### src/rtl/nn_pkg.sv
// Shared types and default sizes for the NN traversal sequencer.
package nn_pkg;
    localparam int NODE_WIDTH_DEF  = 8;
    localparam int SHAPE_DEPTH_DEF = 8;

    typedef enum logic [1:0] {
        IDLE = 2'd0,
        RUN  = 2'd1,
        DONE = 2'd2
    } seq_state_t;
endpackage

### src/rtl/nn_sequencer_if.sv
// Config, run handshake and step-index bundle between the NN sequencer and its host/datapath.
interface nn_sequencer_if
    import nn_pkg::*;
#(
    parameter int NODE_WIDTH  = NODE_WIDTH_DEF,
    parameter int SHAPE_DEPTH = SHAPE_DEPTH_DEF
);
    localparam int LAYER_WIDTH  = $clog2(SHAPE_DEPTH);
    localparam int WEIGHT_WIDTH = NODE_WIDTH + 1;

    logic                    cfg_we;
    logic [LAYER_WIDTH-1:0]  cfg_addr;
    logic [NODE_WIDTH-1:0]   cfg_data;
    logic                    start;
    logic                    step_en;
    logic                    busy;
    logic                    valid;
    logic [WEIGHT_WIDTH-1:0] weight_idx;
    logic [NODE_WIDTH-1:0]   node_idx;
    logic [LAYER_WIDTH-1:0]  layer_idx;
    logic                    node_last;
    logic                    layer_last;
    logic                    model_last;
    logic                    mem_select;
    logic                    done;

    modport master (
        output cfg_we, cfg_addr, cfg_data, start, step_en,
        input  busy, valid, weight_idx, node_idx, layer_idx,
               node_last, layer_last, model_last, mem_select, done
    );

    modport slave (
        input  cfg_we, cfg_addr, cfg_data, start, step_en,
        output busy, valid, weight_idx, node_idx, layer_idx,
               node_last, layer_last, model_last, mem_select, done
    );
endinterface

### src/rtl/nn_step_counter.sv
// Wrapping index counter: counts 0..limit_i on en_i, sync clear wins over enable.
module nn_step_counter #(
    parameter int WIDTH = 8
) (
    input  logic             clk,
    input  logic             reset_n,
    input  logic             en_i,
    input  logic             clr_i,
    input  logic [WIDTH-1:0] limit_i,
    output logic [WIDTH-1:0] cnt_o,
    output logic             last_o
);
    logic [WIDTH-1:0] cnt_q, cnt_d;

    assign last_o = (cnt_q == limit_i);
    assign cnt_o  = cnt_q;

    always_comb begin
        cnt_d = cnt_q;
        if (clr_i)
            cnt_d = '0;
        else if (en_i)
            cnt_d = last_o ? '0 : cnt_q + WIDTH'(1);
    end

    always_ff @(posedge clk or negedge reset_n) begin
        if (!reset_n)
            cnt_q <= '0;
        else
            cnt_q <= cnt_d;
    end
endmodule

### src/rtl/nn_sequencer.sv
// NN traversal sequencer: walks weight -> node -> layer over a run-time loaded shape table.
// Optional bias slot per node when NN_SEQ_BIAS_EN is defined.
module nn_sequencer
    import nn_pkg::*;
#(
    parameter int NODE_WIDTH  = NODE_WIDTH_DEF,
    parameter int SHAPE_DEPTH = SHAPE_DEPTH_DEF
) (
    input  logic           clk,
    input  logic           reset_n,
    nn_sequencer_if.slave  bus
);
    localparam int LAYER_WIDTH  = $clog2(SHAPE_DEPTH);
    localparam int WEIGHT_WIDTH = NODE_WIDTH + 1;
    localparam logic [LAYER_WIDTH-1:0] LAST_PAIR = LAYER_WIDTH'(SHAPE_DEPTH - 2);

    seq_state_t              state_q;
    logic                    busy_q, done_q;
    logic [NODE_WIDTH-1:0]   shape_q [SHAPE_DEPTH];

    logic [WEIGHT_WIDTH-1:0] weight_cnt, weight_lim;
    logic [NODE_WIDTH-1:0]   node_cnt, node_lim;
    logic [LAYER_WIDTH-1:0]  layer_cnt, layer_nxt, layer_nxt2;
    logic [NODE_WIDTH-1:0]   shape_cur, shape_nxt, shape_nxt2, shape0_eff, shape1_eff;
    logic                    weight_wrap, node_wrap, at_table_end;
    logic                    cfg_ok, accept, cnt_clr;
    logic                    node_last, layer_last, model_last;

    // A write in the same IDLE cycle as start must already count for the start check.
    assign cfg_ok     = bus.cfg_we && !busy_q;
    assign shape0_eff = (cfg_ok && bus.cfg_addr == '0) ? bus.cfg_data : shape_q[0];
    assign shape1_eff = (cfg_ok && bus.cfg_addr == LAYER_WIDTH'(1)) ? bus.cfg_data : shape_q[1];

    assign layer_nxt  = layer_cnt + LAYER_WIDTH'(1);
    assign layer_nxt2 = layer_cnt + LAYER_WIDTH'(2);
    assign shape_cur  = shape_q[layer_cnt];
    assign shape_nxt  = shape_q[layer_nxt];
    // At the last table pair l+2 would run off the table, so treat it as the end marker.
    assign shape_nxt2 = at_table_end ? '0 : shape_q[layer_nxt2];

`ifdef NN_SEQ_BIAS_EN
    assign weight_lim = {1'b0, shape_cur};
`else
    assign weight_lim = {1'b0, shape_cur} - WEIGHT_WIDTH'(1);
`endif
    assign node_lim   = shape_nxt - NODE_WIDTH'(1);

    assign node_last  = busy_q && weight_wrap;
    assign layer_last = node_last && node_wrap;
    assign model_last = layer_last && (at_table_end || shape_nxt2 == '0);
    assign accept     = busy_q && bus.step_en;
    assign cnt_clr    = !busy_q || (accept && model_last);

    nn_step_counter #(.WIDTH(WEIGHT_WIDTH)) u_weight (
        .clk(clk), .reset_n(reset_n), .en_i(accept), .clr_i(cnt_clr),
        .limit_i(weight_lim), .cnt_o(weight_cnt), .last_o(weight_wrap)
    );

    nn_step_counter #(.WIDTH(NODE_WIDTH)) u_node (
        .clk(clk), .reset_n(reset_n), .en_i(accept && node_last), .clr_i(cnt_clr),
        .limit_i(node_lim), .cnt_o(node_cnt), .last_o(node_wrap)
    );

    // Layer end is decided by model_last; its limit flag only marks the last table pair.
    nn_step_counter #(.WIDTH(LAYER_WIDTH)) u_layer (
        .clk(clk), .reset_n(reset_n), .en_i(accept && layer_last), .clr_i(cnt_clr),
        .limit_i(LAST_PAIR), .cnt_o(layer_cnt), .last_o(at_table_end)
    );

    always_ff @(posedge clk or negedge reset_n) begin
        if (!reset_n) begin
            for (int i = 0; i < SHAPE_DEPTH; i++)
                shape_q[i] <= '0;
        end else if (cfg_ok) begin
            shape_q[bus.cfg_addr] <= bus.cfg_data;
        end
    end

    always_ff @(posedge clk or negedge reset_n) begin
        if (!reset_n) begin
            state_q <= IDLE;
            busy_q  <= 1'b0;
            done_q  <= 1'b0;
        end else begin
            case (state_q)
                IDLE: begin
                    if (bus.start) begin
                        if (shape0_eff != '0 && shape1_eff != '0) begin
                            state_q <= RUN;
                            busy_q  <= 1'b1;
                        end else begin
                            state_q <= DONE;
                            done_q  <= 1'b1;
                        end
                    end
                end
                RUN: begin
                    if (accept && model_last) begin
                        state_q <= DONE;
                        busy_q  <= 1'b0;
                        done_q  <= 1'b1;
                    end
                end
                DONE: begin
                    state_q <= IDLE;
                    done_q  <= 1'b0;
                end
                default: begin
                    state_q <= IDLE;
                    busy_q  <= 1'b0;
                    done_q  <= 1'b0;
                end
            endcase
        end
    end

    assign bus.busy       = busy_q;
    assign bus.valid      = busy_q;
    assign bus.done       = done_q;
    assign bus.weight_idx = weight_cnt;
    assign bus.node_idx   = node_cnt;
    assign bus.layer_idx  = layer_cnt;
    assign bus.node_last  = node_last;
    assign bus.layer_last = layer_last;
    assign bus.model_last = model_last;
    assign bus.mem_select = layer_cnt[0];
endmodule

### src/flat_wrapper.sv
// flat-port wrapper written by rule: the top's interface ports become plain ports
module nn_sequencer_flat import nn_pkg::*;
#(
    parameter int NODE_WIDTH  = NODE_WIDTH_DEF,
    parameter int SHAPE_DEPTH = SHAPE_DEPTH_DEF
)
  (clk, reset_n, bus_cfg_we, bus_cfg_addr, bus_cfg_data, bus_start, bus_step_en, bus_busy, bus_valid, bus_weight_idx, bus_node_idx, bus_layer_idx, bus_node_last, bus_layer_last, bus_model_last, bus_mem_select, bus_done);
  nn_sequencer_if #(.NODE_WIDTH(NODE_WIDTH), .SHAPE_DEPTH(SHAPE_DEPTH)) bus_i ();
  input  logic clk;
  input  logic reset_n;
  input wire logic [$bits(bus_i.cfg_we)-1:0] bus_cfg_we;
  input wire logic [$bits(bus_i.cfg_addr)-1:0] bus_cfg_addr;
  input wire logic [$bits(bus_i.cfg_data)-1:0] bus_cfg_data;
  input wire logic [$bits(bus_i.start)-1:0] bus_start;
  input wire logic [$bits(bus_i.step_en)-1:0] bus_step_en;
  output wire logic [$bits(bus_i.busy)-1:0] bus_busy;
  output wire logic [$bits(bus_i.valid)-1:0] bus_valid;
  output wire logic [$bits(bus_i.weight_idx)-1:0] bus_weight_idx;
  output wire logic [$bits(bus_i.node_idx)-1:0] bus_node_idx;
  output wire logic [$bits(bus_i.layer_idx)-1:0] bus_layer_idx;
  output wire logic [$bits(bus_i.node_last)-1:0] bus_node_last;
  output wire logic [$bits(bus_i.layer_last)-1:0] bus_layer_last;
  output wire logic [$bits(bus_i.model_last)-1:0] bus_model_last;
  output wire logic [$bits(bus_i.mem_select)-1:0] bus_mem_select;
  output wire logic [$bits(bus_i.done)-1:0] bus_done;
  assign bus_i.cfg_we = bus_cfg_we;
  assign bus_i.cfg_addr = bus_cfg_addr;
  assign bus_i.cfg_data = bus_cfg_data;
  assign bus_i.start = bus_start;
  assign bus_i.step_en = bus_step_en;
  assign bus_busy = bus_i.busy;
  assign bus_valid = bus_i.valid;
  assign bus_weight_idx = bus_i.weight_idx;
  assign bus_node_idx = bus_i.node_idx;
  assign bus_layer_idx = bus_i.layer_idx;
  assign bus_node_last = bus_i.node_last;
  assign bus_layer_last = bus_i.layer_last;
  assign bus_model_last = bus_i.model_last;
  assign bus_mem_select = bus_i.mem_select;
  assign bus_done = bus_i.done;
  nn_sequencer #(.NODE_WIDTH(NODE_WIDTH), .SHAPE_DEPTH(SHAPE_DEPTH)) u_core (.clk(clk), .reset_n(reset_n), .bus(bus_i));
endmodule
### config.mk
export PLATFORM = sky130hd
export DESIGN_NAME = nn_sequencer_flat
export DESIGN_NICKNAME = d
export VERILOG_FILES = /design/src/rtl/nn_pkg.sv /design/src/rtl/nn_sequencer_if.sv /design/src/rtl/nn_step_counter.sv /design/src/rtl/nn_sequencer.sv /design/src/flat_wrapper.sv
export SDC_FILE = /design/constraint.sdc
export NUM_CORES = 1
export LEC_CHECK = 0
export CAP_MARGIN = 20
export CORE_MARGIN = 3
export CORE_UTILIZATION = 60
export DETAILED_ROUTE_END_ITERATION = 12
export HOLD_SLACK_MARGIN = 0.06
export PLACE_DENSITY_LB_ADDON = 0.3
export SLEW_MARGIN = 20
export SYNTH_ARGS = -nofsm -noshare
export SYNTH_HDL_FRONTEND = slang
export SYNTH_SLANG_ARGS = --single-unit
### constraint.sdc
create_clock -name clk -period 7.49 [get_ports clk]
set_clock_uncertainty 0.15 [all_clocks]
set_input_delay 1.1235 -clock clk [delete_from_list [all_inputs] [get_ports clk]]
set_output_delay 1.1235 -clock clk [all_outputs]
set_load 0.02 [all_outputs]
Word level (Yosys, flattened, before mapping)
Index checks and enable logic that the tools add are counted.
{"block": "op_classes", "addsub": 6, "order_cmp": 5, "n_eq_ne": 10, "n_mux": 36, "n_bitwise": 5, "reduce_logical": 26}
{"cell": "8-bit two-way mux", "count": 13}
{"cell": "8-bit binary-select mux with 3-bit select", "count": 3}
{"cell": "64-bit bitwise mux", "count": 1}
{"cell": "9-bit two-way mux", "count": 3}
{"cell": "8-bit demux with 3-bit select", "count": 1}
{"cell": "4-bit greater-or-equal comparator (second input constant)", "count": 4}
{"cell": "3-bit inverter with 4-bit output", "count": 4}
{"cell": "8-bit nonzero test", "count": 2}
{"cell": "1-bit logical AND", "count": 12}
{"cell": "9-bit by 1-bit adder with 9-bit output (second input constant)", "count": 1}
{"cell": "9-bit equality test", "count": 1}
{"cell": "3-bit two-way mux", "count": 3}
{"cell": "8-bit by 1-bit subtractor with 9-bit output (second input constant)", "count": 1}
{"cell": "8-bit by 1-bit adder with 8-bit output (second input constant)", "count": 1}
{"cell": "8-bit equality test", "count": 1}
{"cell": "8-bit zero test", "count": 1}
{"cell": "8-bit by 1-bit subtractor with 8-bit output (second input constant)", "count": 1}
{"cell": "1-bit two-way mux", "count": 6}
{"cell": "2-bit two-way mux", "count": 3}
{"cell": "2-bit nonzero test", "count": 3}
{"cell": "4-bit by 1-bit < comparator with 1-bit output (second input constant)", "count": 1}
{"cell": "2-bit by 1-bit inequality test with 1-bit output (second input constant)", "count": 2}
{"cell": "2-bit inequality test (second input constant)", "count": 2}
{"cell": "2-bit one-hot mux with 2 select lines", "count": 1}
{"cell": "16 further kinds", "count": 17}
{"block": "word_totals", "register_bits": 88, "output_inout_bits": 27}

Depth between registers and ports, before layout
{"block": "logic_depth", "depth_word": 12, "ltp_mapped": 16, "mapped_depth_nobuf": 11}

Modules after synthesis
From an unflattened synthesis, not the netlist that was laid out.
{"block": "unflattened", "cells_unflattened": 459, "hier_area_um2": 5656.7}
{"module": "nn_sequencer", "instances": 1, "cells_each": 326, "area_per_inst_um2": 4332.9, "seq_area_each_um2": 1701.6}
{"module": "nn_step_counter (u_core.u_weight)", "instances": 1, "cells_each": 57, "area_per_inst_um2": 579.3, "seq_area_each_um2": 225.2}
{"module": "nn_step_counter (u_core.u_node)", "instances": 1, "cells_each": 56, "area_per_inst_um2": 528.0, "seq_area_each_um2": 200.2}
{"module": "nn_step_counter (u_core.u_layer)", "instances": 1, "cells_each": 20, "area_per_inst_um2": 216.5, "seq_area_each_um2": 75.1}

Worst setup path before layout
Ideal clock, no wire load.
{"block": "synth_path", "path_type": "reg2out", "from": "register u_core.u_layer.cnt_q[0] (netlist: u_core.u_layer.cnt_o[0])", "to": "output bus_model_last", "t_arrival_ps": 4249, "required_time_ps": 6216, "slack_ps": 1967, "path_stages_with_launch": 16, "path_buffers": 5, "cell_sequence": "dfrtp_1 buf_6 clkinv_1 buf_2 ha_1 buf_1 clkbuf_1 mux4_2 mux2i_1 ha_1 inv_1 o21a_1 nor4_1 nand4_1 clkbuf_1 nor3_1"}
{"block": "synth_between", "elab_chain_len": 9}
{"element": "from (decl)", "line_no": "nn_step_counter.sv:13", "text": "logic [WIDTH-1:0] cnt_q, cnt_d;"}
{"element": "from (signal assigned)", "line_no": "nn_step_counter.sv:30", "text": "cnt_q <= cnt_d;"}
{"element": "3-bit by 1-bit adder with 3-bit output, or another cell as far along", "line_no": "nn_sequencer.sv:34", "text": "assign layer_nxt = layer_cnt + LAYER_WIDTH'(1);"}
{"element": "3-bit inverter with 4-bit output (implied by the code), or another cell as far along", "line_no": "nn_sequencer.sv:37", "text": "assign shape_nxt = shape_q[layer_nxt];"}
{"element": "8-bit binary-select mux with 3-bit select, or another cell as far along", "line_no": "nn_sequencer.sv:37"}
{"element": "8-bit two-way mux, on equally long branches", "line_no": "nn_sequencer.sv:37, nn_sequencer.sv:36, nn_sequencer.sv:39"}
{"element": "8-bit two-way mux (implied by the code), or another cell as far along", "line_no": "nn_sequencer.sv:37"}
{"element": "8-bit by 1-bit subtractor with 8-bit output, or another cell as far along", "line_no": "nn_sequencer.sv:46", "text": "assign node_lim = shape_nxt - NODE_WIDTH'(1);"}
{"element": "8-bit equality test, or another cell as far along", "line_no": "nn_step_counter.sv:15", "text": "assign last_o = (cnt_q == limit_i);"}
{"element": "1-bit logical AND / 1-bit logical OR (equally long branches)", "line_no": "nn_sequencer.sv:49, nn_sequencer.sv:50"}
{"element": "1-bit logical AND (*)", "line_no": "nn_sequencer.sv:50", "text": "assign model_last = layer_last && (at_table_end || shape_nxt2 == '0);"}
{"element": "to (decl)", "line_no": "flat_wrapper.sv:23", "text": "output wire logic [$bits(bus_i.model_last)-1:0] bus_model_last;"}
Every way passes the cells marked *; elsewhere a longest branch is shown, timed or not. The select of a mux whose other input is x is not followed.

Worst setup path in the final report
Ends and elaborated chain as after synthesis.

==> metrics.txt <==
final standard cell count with taps included and fillers excluded=roughly 660; Filler cells=between 600 and 700; cells after synthesis=495; R2R Path End=u_core.u_layer.cnt_o[0]; wire length of the first global-routing pass=~24 mm; path type of the worst setup path=flop to output pin; count of hold-fix buffers inserted at cts=0; Worst R2R Path Depth=12; Post-layout nets=553; post-synthesis cell type with the largest combined area=dfrtp_1; count of flip-flops with a built-in enable after synthesis=0; crit path time final=~6.4 ns; register area=between 0.002 and 0.0025 mm^2; total iterations of the first detailed-routing run=5; sequential-to-total area share from yosys stat=0.386; setup slack after layout=between 1 and 1.5 ns; Slew Viols, Final=0; CTS H-tree lvls=3; setup repair after global routing missed its margin=false; fraction of the cycle the final worst path needs=0.848; number of flip-flops and latches in the synthesized netlist=88; share of flip-flops with an asynchronous set or reset after synthesis=1.00; area of the placeable core=0.00898 mm^2; layout cell share with drive strength beyond 1=0.254; P&R area growth vs syn=12.8%; slew of the pin with the lowest slew margin=1.00 ns; dominant synthesized flop cell=dfrtp_1; Worst Hold Launch=u_core.bus.done; class of the worst hold path=flop to flop; final count of hold timing violations=0; worst slew margin relative to its limit=0.325; total vias in the final route=approximately 4600; clock sink total=88; clock-pin slew on the worst setup and hold paths=0.09 ns; unique cell type count in the Yosys netlist=62; source-to-sink clock delay at the later pin of the worst-skew pair=about 0.36 ns; global-route congestion overflow total=0; number of buffers added on ports=42; most common library cell in the layout ignoring fill and taps=dfrtp_1; PostCTS Resize Cnt=0; destination of the worst hold path=u_core.bus.done; total of endpoints with negative setup slack in the final report=0; cell area after layout=0.00643 mm^2; placed standard-cell area=0.00622 mm^2; most repeated library cell on the critical path=ha_1; Met2 Routed Length=6.95 mm; n_diodes=0; CP startpoint kind=flop; clock tree from TritonCTS=yes; DP Cell Count=646; flop2flop setup slack=~2.7 ns; wire length after detailed routing=14.7 mm; type of element capturing the critical path=output pin; maximum operating frequency=157 MHz; status=complete, no violations; CP Cell Sequence=buf_4 -> ha_1 -> xor2_1 -> mux4_2 -> mux2i_1 -> ha_1 -> inv_1 -> o21a_1 -> nor4_1 -> nand4_1 -> nor3_1 -> clkdlybuf4s50_1; library cell contributing the largest single delay on the critical path=clkdlybuf4s50_1; Maximum Capacitance Violations=0; average cell area after synthesis=11.5 um^2; Synth Cell Area=around 0.0057 mm^2; power per unit of standard cell area=355 mW/mm^2; highest net fanout along the worst path=30; largest net degree at the start of global routing=about 90; die area=0.0107 mm^2; Crit path required time=6.22 ns; Inserted Clock Buffers=9; total global routing track utilization=0.297; top library cells by usage in the layout, fill and taps aside=87 x dfrtp_1, 64 x mux2_2, 41 x clkdlybuf4s50_1; count of nets left with antenna violations after detail routing=0; Root Buffer=clkbuf_8; highest metal layer with signal wires=met5; FF-to-FF Start=u_core.u_layer.cnt_o[0]; routed metal-1 wirelength=5.70 mm; detailed-route DRC error count=0; wire length on met3=around 1.5 mm; post-DR vias/cell=6.97; DPL Wire Length=10.6 mm; highest cell delay on the worst timing path=0.63 ns; Synth area leaders=dfrtp_1 39%, mux4_2 14%, mux2_2 13%; Worst Hold Depth=1; ports placed on the boundary=43; Setup WS pre-CTS=1.37 ns; Synthesized Nets=517; endpoint arrival time on the critical path=about 5.1 ns; total setup buffers inserted after CTS=0; Clock Tree Buf Depth=2; hold_ws=0.371 ns; Multi-input gate area=around 0.0033 mm^2; Sum Neg Setup Slack=0 ns; vertical extent of the die=between 100 and 150 um; number of warnings issued by yosys=0; final weighted congestion in routability-driven placement=around 0.96; worst ir drop on vdd=roughly 0.00019 V; cell row count=34; initial standard-cell utilization of the core=0.635; initial antenna violation count=1; wire length per cell=22.2 um; fraction of post-synthesis cell area in the top cell type by area=0.386; floorplan die width=a little over 100 um; initial detailed-routing violation count=462; leak pwr=0.00279 uW; number of global-route vias before repair=4519
==> logic make-up after synthesis <==
kind of cell	after synthesis	synth area share
simple gates	155	0.149
mux	117	0.305
flops	88	0.386
compound gates	72	0.0854
buf+inv	36	0.0298
xor+xnor	21	0.0323
fa+ha+maj	6	0.0132
==> power breakdown <==
part           total (uW)  internal (uW)  switching, uW
Sequential            813            609            204
Combinational        1130            541            584
Clock                 348            173            175
==> Yosys cell counts, types with 8 or more instances <==
cell type and count:
xor2_1 9, nand4_1 8, xnor2_1 12, mux2_2 64, nand2_1 26, dfrtp_1 88
mux2i_1 12, clkbuf_1 13, nor4_1 13, o21ai_0 9, nor2_1 22, inv_1 10
mux4_2 35, a21oi_1 18, nor3_1 27, nand3_1 11
==> routing by layer <==
layer | up-vias | global-route usage
met5 | - | 0
met1 | 2274 | 0.401
li1 | 1991 | -
met4 | 2 | 0.117
met3 | 56 | 0.0912
met2 | 292 | 0.452
==> how the worst max path moves through the flow <==
stage / from / to / depth (start not counted)
3_5_place_dp: u_core.u_layer.cnt_o[1] / bus_model_last / 11
6_report: u_core.u_layer.cnt_o[0] / bus_model_last / 12
3_3_place_gp: u_core.u_layer.cnt_o[1] / bus_model_last / 11
2_1_floorplan: u_core.u_layer.cnt_o[0] / bus_model_last / 15
5_1_grt: u_core.u_layer.cnt_o[0] / bus_model_last / 12
4_1_cts: u_core.u_layer.cnt_o[1] / bus_model_last / 11
==> layout make-up <==
class	count	share of cell area
clock buffer	12	0.0241
clock inverter	4	0.00817
inverter	11	0.00642
multi-input combinational	371	0.519
sequential	88	0.342
tap	126	0.0245
timing repair buffer	50	0.0749
==> critical path, delay by kind of cell (launching register included) <==
family | cells | cell delay [ns]
XOR/XNOR | 1 | 0.57
AO/OA/AOI/OAI | 1 | 0.19
adder cells (fa/ha/maj) | 2 | 0.57
flip-flops | 1 | 0.36
buffers and inverters | 3 | 1.12
AND/OR/NAND/NOR | 3 | 1.10
multiplexers | 2 | 0.79
==> state kept, by name, indices dropped and copies added, names as in the netlist <==
| signal | cells |
|---|---|
| u_core.u_weight.cnt_o | 9 |
| u_core.u_layer.cnt_o | 3 |
| u_core.bus.busy | 1 |
| u_core.bus.done | 1 |
| u_core.shape_q | 64 |
| u_core.state_q | 2 |
| u_core.u_node.cnt_o | 8 |
==> stage by stage <==
step                       util  power, uW
after detailed placement  0.693       1910
after global placement    0.692       1850
after floorplan               -       1570
after global routing      0.717       2420
after CTS                 0.716       2260
final                     0.717       2290
(Power assumes the default switching activity.)
